## src/rtl/mips_pkg.sv

```systemverilog
// Shared MIPS pipeline definitions: default widths, bubble constants and the M->W entry layout.
package mips_pkg;

   localparam int unsigned MIPS_DATA_W   = 32;
   localparam int unsigned MIPS_AUX_W    = 8;
   localparam logic [31:0] MIPS_PC_RESET = 32'h0000_3000;
   localparam logic [31:0] MIPS_NOP_IR   = 32'h0000_0000;

   // Entry at default widths; parametrised instances pack the same field order into a flat word.
   typedef struct packed {
      logic [31:0] ir;
      logic [31:0] pc;
      logic [31:0] ao;
      logic [31:0] dm;
      logic        br;
      logic [7:0]  aux;
   } mw_entry_t;

endpackage

```

## src/rtl/pipe_skid_buf.sv

```systemverilog
// Generic two-entry valid/ready buffer (head + skid) with registered in_ready and a flush.
module pipe_skid_buf #(
   parameter int unsigned W = 8
) (
   input  logic         clk_i,
   input  logic         rst_ni,
   input  logic         flush_i,
   input  logic         in_valid_i,
   output logic         in_ready_o,
   input  logic [W-1:0] in_data_i,
   output logic         out_valid_o,
   input  logic         out_ready_i,
   output logic [W-1:0] out_data_o
);

   logic         head_vld_q, head_vld_d;
   logic         skid_vld_q, skid_vld_d;
   logic         rdy_q, rdy_d;
   logic [W-1:0] head_q, head_d;
   logic [W-1:0] skid_q, skid_d;
   logic         accept;
   logic         pop;

   assign accept = in_valid_i & rdy_q;
   assign pop    = head_vld_q & out_ready_i;

   always_comb begin
      head_vld_d = head_vld_q;
      skid_vld_d = skid_vld_q;
      head_d     = head_q;
      skid_d     = skid_q;
      if (flush_i) begin
         head_vld_d = 1'b0;
         skid_vld_d = 1'b0;
      end else if (!head_vld_q) begin
         if (accept) begin
            head_vld_d = 1'b1;
            head_d     = in_data_i;
         end
      end else if (pop) begin
         // rdy_q is low whenever the skid is occupied, so accept and a skid refill never coincide.
         if (skid_vld_q) begin
            head_d     = skid_q;
            skid_vld_d = 1'b0;
         end else if (accept) begin
            head_d     = in_data_i;
         end else begin
            head_vld_d = 1'b0;
         end
      end else if (accept) begin
         skid_vld_d = 1'b1;
         skid_d     = in_data_i;
      end
      rdy_d = ~skid_vld_d;
   end

   always_ff @(posedge clk_i or negedge rst_ni) begin
      if (!rst_ni) begin
         head_vld_q <= 1'b0;
         skid_vld_q <= 1'b0;
         rdy_q      <= 1'b1;
      end else begin
         head_vld_q <= head_vld_d;
         skid_vld_q <= skid_vld_d;
         rdy_q      <= rdy_d;
      end
   end

   // Payload is qualified by the valid flags, so it needs no reset.
   always_ff @(posedge clk_i) begin
      head_q <= head_d;
      skid_q <= skid_d;
   end

   assign in_ready_o  = rdy_q;
   assign out_valid_o = head_vld_q;
   assign out_data_o  = head_q;

endmodule

```

## src/rtl/mw_pipe_stage.sv

```systemverilog
// M->W inter-stage register: skid-buffered valid/ready handshake, flush bubble, pc+4/pc+8, stall counter.
module mw_pipe_stage
   import mips_pkg::*;
#(
   parameter int unsigned         DATA_W   = MIPS_DATA_W,
   parameter int unsigned         AUX_W    = MIPS_AUX_W,
   parameter logic [DATA_W-1:0]   PC_RESET = DATA_W'(MIPS_PC_RESET),
   parameter logic [DATA_W-1:0]   NOP_IR   = DATA_W'(MIPS_NOP_IR),
   parameter int unsigned         CNT_W    = 16
) (
   input  logic              clk,
   input  logic              reset,
   input  logic              flush,
   input  logic              in_valid,
   output logic              in_ready,
   input  logic [DATA_W-1:0] in_ir,
   input  logic [DATA_W-1:0] in_pc,
   input  logic [DATA_W-1:0] in_ao,
   input  logic [DATA_W-1:0] in_do,
   input  logic              in_br,
   input  logic [AUX_W-1:0]  in_aux,
   output logic              out_valid,
   input  logic              out_ready,
   output logic [DATA_W-1:0] out_ir,
   output logic [DATA_W-1:0] out_ao,
   output logic [DATA_W-1:0] out_do,
   output logic [DATA_W-1:0] out_pc4,
   output logic [DATA_W-1:0] out_pc8,
   output logic              out_br,
   output logic [AUX_W-1:0]  out_aux,
   output logic [CNT_W-1:0]  stall_cnt
);

   localparam int unsigned       PW      = 4 * DATA_W + 1 + AUX_W;
   localparam logic [CNT_W-1:0]  CNT_MAX = '1;

   function automatic logic [DATA_W-1:0] pc_add(input logic [DATA_W-1:0] pc, input int unsigned k);
      return pc + DATA_W'(k);
   endfunction

   logic [PW-1:0]     in_pl, head_pl;
   logic              head_vld;
   logic [DATA_W-1:0] h_ir, h_pc, h_ao, h_do, pc_sel;
   logic              h_br;
   logic [AUX_W-1:0]  h_aux;
   logic [CNT_W-1:0]  cnt_q, cnt_d;

   assign in_pl = {in_ir, in_pc, in_ao, in_do, in_br, in_aux};

   pipe_skid_buf #(
      .W (PW)
   ) u_buf (
      .clk_i       (clk),
      .rst_ni      (reset),
      .flush_i     (flush),
      .in_valid_i  (in_valid),
      .in_ready_o  (in_ready),
      .in_data_i   (in_pl),
      .out_valid_o (head_vld),
      .out_ready_i (out_ready),
      .out_data_o  (head_pl)
   );

   assign {h_ir, h_pc, h_ao, h_do, h_br, h_aux} = head_pl;

   // An empty head shows the bubble rather than whatever payload was last held.
   assign out_valid = head_vld;
   assign out_ir    = head_vld ? h_ir  : NOP_IR;
   assign pc_sel    = head_vld ? h_pc  : PC_RESET;
   assign out_ao    = head_vld ? h_ao  : '0;
   assign out_do    = head_vld ? h_do  : '0;
   assign out_br    = head_vld ? h_br  : 1'b0;
   assign out_aux   = head_vld ? h_aux : '0;
   assign out_pc4   = pc_add(pc_sel, 4);
   assign out_pc8   = pc_add(pc_sel, 8);

   always_comb begin
      cnt_d = cnt_q;
      if (head_vld && !out_ready && (cnt_q != CNT_MAX)) begin
         cnt_d = cnt_q + CNT_W'(1);
      end
   end

   always_ff @(posedge clk or negedge reset) begin
      if (!reset) begin
         cnt_q <= '0;
      end else begin
         cnt_q <= cnt_d;
      end
   end

   assign stall_cnt = cnt_q;

endmodule

```

## config.mk

```make
export PLATFORM = sky130hd
export DESIGN_NAME = mw_pipe_stage
export DESIGN_NICKNAME = d
export VERILOG_FILES = /design/src/rtl/mips_pkg.sv /design/src/rtl/pipe_skid_buf.sv /design/src/rtl/mw_pipe_stage.sv
export SDC_FILE = /design/constraint.sdc
export NUM_CORES = 1
export LEC_CHECK = 0
export CAP_MARGIN = 40
export CORE_ASPECT_RATIO = 1.2
export CORE_MARGIN = 2
export CORE_UTILIZATION = 35
export CTS_CLUSTER_DIAMETER = 80
export DETAILED_ROUTE_END_ITERATION = 8
export GPL_TIMING_DRIVEN = 0
export PLACE_DENSITY = 0.62
export SLEW_MARGIN = 20
export SYNTH_ARGS = -nofsm -noshare
export SYNTH_HDL_FRONTEND = slang
export SYNTH_SLANG_ARGS = --single-unit
```

## constraint.sdc

```tcl
create_clock -name clk -period 12.1 [get_ports clk]
set_input_delay 3.025 -clock clk [delete_from_list [all_inputs] [get_ports clk]]
set_output_delay 3.025 -clock clk [all_outputs]
set_load 0.02 [all_outputs]
```

# Word-level counts from Yosys, hierarchy flattened
# Cells that the tools add are included.
# classes
mux	19
n_bitwise	5
n_reduce_logical	5
add_sub_neg	3
n_eq_ne	2
# op_table
op	count
$mux W137	4
$mux W32	4
$add A32 B3 Y32 const B	1
$add A32 B4 Y32 const B	1
$add A16 B1 Y16 const B	1
$ne A16 B16 Y1 const B	1
$mux W1	10
$mux W8	1
$reduce_and A4 Y1	1
$not A1 Y1	3
$and A1 B1 Y1	2
$logic_and A1 B1 Y1	2
$ne A2 B2 Y1 const B	1
$reduce_and A2 Y1	1
$logic_not A1 Y1	1
# word_totals
regBits	293
output_inout_bits	187

# Logic depth before layout (Yosys ltp)
# Gate-level depths: netlist (run 1).
# logic_depth
word_depth	6
mapped_depth	10
mapped_depth_nobuf	7

# Cells and area by module
# A second synthesis (run 1) with hierarchy kept.
# unflattened
cells_unflattened	1346
hier_area_um2	15964.1
# modules_own_cells
mod	seq_area_each_um2	n_inst	cells_per_inst	area_each_um2
pipe_skid_buf	8304.2	1	941	13091.3
mw_pipe_stage	400.4	1	405	2872.8

# Worst setup path before layout (run 1)
# OpenSTA, ideal clock, no wires.
# synth_timing
kind	input to register
startpoint	input port in_valid
endpoint	register u_buf.skid_q[0] (enable)
slack_ns	-1.641
arrival_ns	12.938
required_ns	11.297
path_buffers	2
cell_stages	4
setup_time_ns	0.803
path_cell_list	nand2_1 > buf_2 > buf_1 > nor3_1
# synth_via
elab_chain_len	2
# synth_rtl
element	line_no	rtl
start: declaration	mw_pipe_stage.sv:14	input logic in_valid,
$and A1 B1 Y1	pipe_skid_buf.sv:24	assign accept = in_valid_i & rdy_q;
$reduce_and A4 Y1 (no line)	-	
end signal: assignment	pipe_skid_buf.sv:72	skid_q <= skid_d;
end: declaration	pipe_skid_buf.sv:20	logic [W-1:0] skid_q, skid_d;
# Every way passes these cells.
# A chain may end at the register's enable or synchronous reset.

# Worst setup path after layout (run 1)
# layout_timing
startpoint	register u_buf.head_vld_q (netlist: u_buf.out_valid_o)
endpoint	output port out_pc8[31]
# layout_via
elab_chain_len	2
# layout_rtl
element	line_no	rtl
start: declaration	pipe_skid_buf.sv:16	logic head_vld_q, head_vld_d;
start signal: assignment	pipe_skid_buf.sv:63	head_vld_q <= head_vld_d;
$mux W32	mw_pipe_stage.sv:69	assign pc_sel = head_vld ? h_pc : PC_RESET;
$add A32 B4 Y32	mw_pipe_stage.sv:38	return pc + DATA_W'(k);
end: declaration	mw_pipe_stage.sv:28	output logic [DATA_W-1:0] out_pc8,
# Every way passes these cells.

==> results of run 1 <==
power by group:
| part | switching [W] | internal [W] |
|---|---|---|
| Sequential | 0.0000447 | 0.00119 |
| Clock | 0.000403 | 0.000556 |
| Combinational | 0.000220 | 0.000204 |
cells in the final DEF (no fill, tap or decap), types with 6 or more instances in the layout:
cell type	count
buf_2	9
nand4_1	17
and2_1	112
nor2_1	23
nor4_2	6
xnor2_1	34
buf_8	12
clkbuf_16	37
clkdlybuf4s50_1	328
xor2_1	25
clkbuf_1	69
nor4_1	8
nor3_1	8
or4_1	9
mux2i_1	144
nand2_1	181
diode_2	7
dfrtp_1	18
o21ai_0	141
buf_1	6
nand3_1	28
edfxtp_1	274
inv_1	9
cells in the mapped netlist, types with 8 or more instances:
cell type / number / share of area
nor4_1: 8 / 0.0036
nor2_1: 24 / 0.0064
nor3_1: 9 / 0.0032
nand4_1: 17 / 0.0076
inv_1: 9 / 0.0024
clkbuf_1: 58 / 0.015
o21ai_0: 141 / 0.050
and2_1: 112 / 0.050
buf_2: 9 / 0.0032
mux2i_1: 144 / 0.10
xnor2_1: 34 / 0.021
edfxtp_1: 274 / 0.59
xor2_1: 25 / 0.016
nand2_1: 181 / 0.048
or4_1: 9 / 0.0048
dfrtp_1: 18 / 0.032
nand3_1: 28 / 0.010
sequential cells by signal (all words and copies together) (netlist names):
register,cells
u_buf.skid_q,137
u_buf.in_ready_o,1
u_buf.out_valid_o,1
u_buf.out_data_o,137
u_buf.skid_vld_q,1
stall_cnt,16
layer usage:
layer,GRT usage,part of all wire
met1,0.254,0.44
met5,0,0.00064
met3,0.0384,0.052
met2,0.323,0.49
met4,0.0689,0.024
worst reg2reg max path: stages (launching register included):
cell	delay, ps
dfrtp_1	500
buf_4	240
inv_1	90
clkbuf_1	430
nor2_1	190
nor2_4	620
buf_12	280
buf_16	200
buf_16	170
buf_16	180
worst paths after layout:
| check | to | slack, ps | startpoint | cells after the start |
|---|---|---|---|---|
| max | out_pc8[31] | 4390 | u_buf.out_valid_o | 10 |
| min | stall_cnt[7] | 500 | stall_cnt[7] | 1 |
| max reg2reg | u_buf.out_data_o[124] | 8900 | u_buf.out_valid_o | 9 |
| min reg2reg | stall_cnt[7] | 500 | stall_cnt[7] | 1 |
| max in group asynchronous | u_buf.in_ready_o | 8780 | reset | 2 |
| min in group asynchronous | stall_cnt[5] | 2810 | reset | 1 |
through the flow:
step | hold slack [ps] | utilization | instances
2_1_floorplan | 496 | - | 1164
4_1_cts | 511 | 0.490 | 2106
3_3_place_gp | 486 | 0.454 | 2025
5_1_grt | 524 | 0.491 | 2114
3_5_place_dp | 503 | 0.465 | 2048
6_report | 504 | 0.491 | 2114
logic make-up (layout without fill, tap and decap cells):
logic type | Yosys count | in the layout | share of synthesized area
mux | 146 | 146 | 0.104
xor+xnor | 59 | 59 | 0.0368
compound gates | 150 | 150 | 0.0547
other cells | 0 | 7 | 0
fa+ha+maj | 3 | 3 | 0.00267
buf+inv | 85 | 495 | 0.0243
flops | 293 | 293 | 0.619
simple gates | 428 | 428 | 0.158
final cells by class:
cell class / count / area, um2
clock inverters: 10 / 48.8
repair buffers: 352 / 3700
fillers: 3641 / 20200
plain buffers: 76 / 308
well taps: 533 / 667
multi-input cells: 786 / 5020
diodes: 7 / 17.5
clock buffers: 48 / 967
flip-flops and latches: 293 / 8700
inverters: 9 / 33.8
==> run metrics, run 1 <==
Buf/Inv on CP=4; Die Area=41800 um2; row count=80; CP max-delay cell=clkdlybuf4s50_1; first-pass GRT wire length=63200 um; Die X-Extent=187 um; clock transition at the registers of the reported paths=60 ps; Core Box Area=39600 um2; WP data required=9070 ps; P_leak=6.74 nW; pre-CTS setup slack=4970 ps; Routed WL=41900 um; CP arrival=4680 ps; Tmin final=7710 ps; Iter 0 DRT Violations=847; worst hold path class=flop to flop; Final Cell Area=19500 um2; fraction of registers with async set/reset=0.0648; slowest stage delay, CP=640 ps; Syn. warnings=0; Max FO, Critical Path=10; syn avg cell area=12.1 um2; setup ws final=4390 ps; Design Power=0.00261 W; Port Buffer Count=328; crit-path cells=buf_4 > buf_2 > buf_1 > and2_1 > ha_1 > nand4_1 > nor4_2 > nor3b_1 > xnor2_1 > clkdlybuf4s50_1; syn_nets=1309; via count=10.5k; nets=1697; initial antenna violation count=9; P&R area growth vs syn=38.5%; Top delay family on crit path=buffers and inverters; status=finished, final reports clean; Longest Clk Path Bufs=3; grt ovf=0; skew final=20.9 ps; number of global-route vias before repair=10.6k; Top FF cell, synth=edfxtp_1; Root Buffer=clkbuf_16; First-pass DRT Iterations=5; FMAX=0.130 GHz; Mapped Cells=1164; Post-CTS Hold Fix Bufs=0; Vias/cell=4.95; PwrDens=134 nW/um2; Slew Limit Fails=0; Fin. Hold Viols=0; register area share after synthesis=0.619; largest net degree at the start of global routing=25; Avg WL per Cell=19.8 um; clock sink total=293; critical path endpoint category=primary output; post_cts resized=0; CTS tree=yes; Post-synth EDFFs=274; VDD IR-drop max=0.0805 mV; Setup TNS=0 ps; RePlAce Congestion=0.817; Worst-Margin Slew=850 ps; RSZ-0062 raised after global routing=false; H-tree lvl count=2; starting density of the core=0.355; Worst-Skew Late Latency=520 ps; dpl hpwl=30900 um; placed cell areas=18400 um2; Tcrit/Tclk final=0.637; Total GRT Usage=0.195; ANT nets after route=0; worst setup path class=flop to primary output; Rel. slew slack=0.433; Startpoint Class=flop; final setup vio count=0; synthesized area=14100 um2; Num CTS Buffers=34; layout cells sized above 1=0.0623; chip height=223 um; setup bufs post-CTS=0; max-cap violation count=0; DRC viols=0; number of distinct library cells after synthesis=43; number of placed I/O pins=329; Yosys reg bits=293
No activity file was read; power rests on OpenSTA's default activity.
==> run 2, diff against run 1 <==
- clock period: 12.1 -> 7.9 ns (I/O delays scaled with it)
==> run metrics, run 2 (synthesized netlist as in run 1, its figures left out) <==
dpl hpwl=30600 um (-1.1%); WP data required=5930 ps (-3140 ps); FF-to-FF Start=u_buf.out_valid_o; Worst-Margin Slew=826 ps (-23.7 ps); grt met2 use=0.329 (+0.00576); Routed WL=41800 um (-0.34%); FILL cells=3604 (-1.0%); Die X-Extent=187 um (unchanged); CP arrival=4770 ps (+90 ps); via count=10.6k (+0.96%); Post-CTS Hold Fix Bufs=0 (unchanged); number of placed I/O pins=329 (unchanged); Root Buffer=clkbuf_16; P&R area growth vs syn=38.5% (unchanged); first-pass GRT wire length=63600 um (+0.61%); hold path startpoint=stall_cnt[7]; gr busiest metal=met2; clock transition at the registers of the reported paths=60 ps (about the same); Worst-Skew Late Latency=590 ps (+70 ps); post_cts resized=0 (unchanged); Avg WL per Cell=19.8 um (about the same); starting density of the core=0.355 (unchanged); Final Cell Area=19500 um2 (unchanged); Crit. Startpoint=u_buf.out_valid_o; Vias/cell=5.01 (+1.2%); PwrDens=206 nW/um2 (+54%); Max FO, Critical Path=10 (unchanged); ANT nets after route=0 (unchanged); Iter 0 DRT Violations=686 (-19%); row count=80 (unchanged); final core occ=0.491 (unchanged); critical path endpoint category=primary output; Longest Clk Path Bufs=3 (unchanged); skew final=29.5 ps (+8.62 ps); commonest non-fill, non-tap cells in the layout=clkdlybuf4s50_1, edfxtp_1, nand2_1, mux2i_1, o21ai_0; GR Layer Usage met1=0.253 (-0.000929); Setup TNS=0 ps (unchanged); number of global-route vias before repair=10.6k (+0.20%); FMAX=0.148 GHz; initial antenna violation count=5 (-4); M3 GR Usage=0.0360 (-0.00236); Total GRT Usage=0.194 (-0.000596); Core Box Area=39600 um2 (unchanged); Layout Cells excl Fill=2108 (-0.28%); RSZ-0062 raised after global routing=false; final setup vio count=0 (unchanged); Tcrit/Tclk final=0.853; Slew Limit Fails=0 (unchanged); P_leak=6.74 nW (about the same); nets=1692 (-0.29%); Num CTS Buffers=31 (-8.8%); most common cell after layout, fill and taps aside=clkdlybuf4s50_1; placed cell areas=18400 um2 (about the same); worst setup path class=flop to primary output; First-pass DRT Iterations=7 (+2); DRC viols=0 (unchanged); grt ovf=0 (unchanged); max-cap violation count=0 (unchanged); setup bufs post-CTS=0 (unchanged); largest net degree at the start of global routing=25 (unchanged); RePlAce Congestion=0.797 (-2.5%); H-tree lvl count=1 (-1); Startpoint Class=flop; dpl cells=2047 (-0.049%); worst hold path class=flop to flop; VDD IR-drop max=0.172 mV (+110%); chip height=223 um (unchanged); Rel. slew slack=0.449 (+0.0158); Die Area=41800 um2 (unchanged); status=finished, final reports clean; WHS=486 ps (-18.8 ps); Fin. Hold Viols=0 (unchanged); Tmin final=6740 ps; clock sink total=293 (unchanged); Port Buffer Count=328 (unchanged); layout cells sized above 1=0.0617 (-0.000518); CTS tree=yes
-- run 2: layer usage --
metal | share of wire | wire length [um] | vias up
met4 | 0.023 | 962 | 2
met5 | 0.00024 | 10 | -
met1 | 0.43 | 17900 | 5207
met3 | 0.057 | 2400 | 50
met2 | 0.49 | 20500 | 314
li1 | - | - | 4983
-- run 2: area by class of cell --
class                   count  area [um2]  area share
diodes                      4        10.0    0.000514
plain buffers              76         308      0.0158
clock buffers              45         868      0.0446
clock inverters            12         151     0.00778
inverters                   9        33.8     0.00174
multi-input cells         786        5020       0.258
flip-flops and latches    293        8700       0.447
well taps                 533         667      0.0343
repair buffers            350        3700       0.190
-- run 2: critical path: stages, from the launching register on --
cell and delay [ps]:
dfrtp_1 530, buf_4 250, buf_2 260, buf_1 450
and2_1 260, ha_1 350, nand4_1 180, nor4_2 600
nor3b_1 460, xnor2_1 180, clkdlybuf4s50_1 620
-- run 2: metrics by stage --
stage / setup WS, ps / total power, W
final: 1160 / 0.00401
after global routing: 865 / 0.00417
after CTS: 1100 / 0.00406
after detailed placement: 1750 / 0.00257
after global placement: -1500 / 0.00254
after floorplan: 1550 / 0.00222
-- run 2: final timing paths --
path | end | slack, ps | cells after the start
max | out_pc8[31] | 1160 | 10
min | stall_cnt[7] | 490 | 1
max reg2reg | u_buf.out_data_o[109] | 5010 | 7
min reg2reg | stall_cnt[7] | 490 | 1
max in group asynchronous | u_buf.in_ready_o | 5710 | 2
min in group asynchronous | stall_cnt[5] | 1690 | 1
-- run 2: report_power, final --
part | total (W) | switching [W] | internal, W
registers | 0.00188 | 0.0000660 | 0.00182
clock network | 0.00148 | 0.000619 | 0.000861
logic | 0.000652 | 0.000339 | 0.000313
total | 0.00401 | 0.00102 | 0.00299
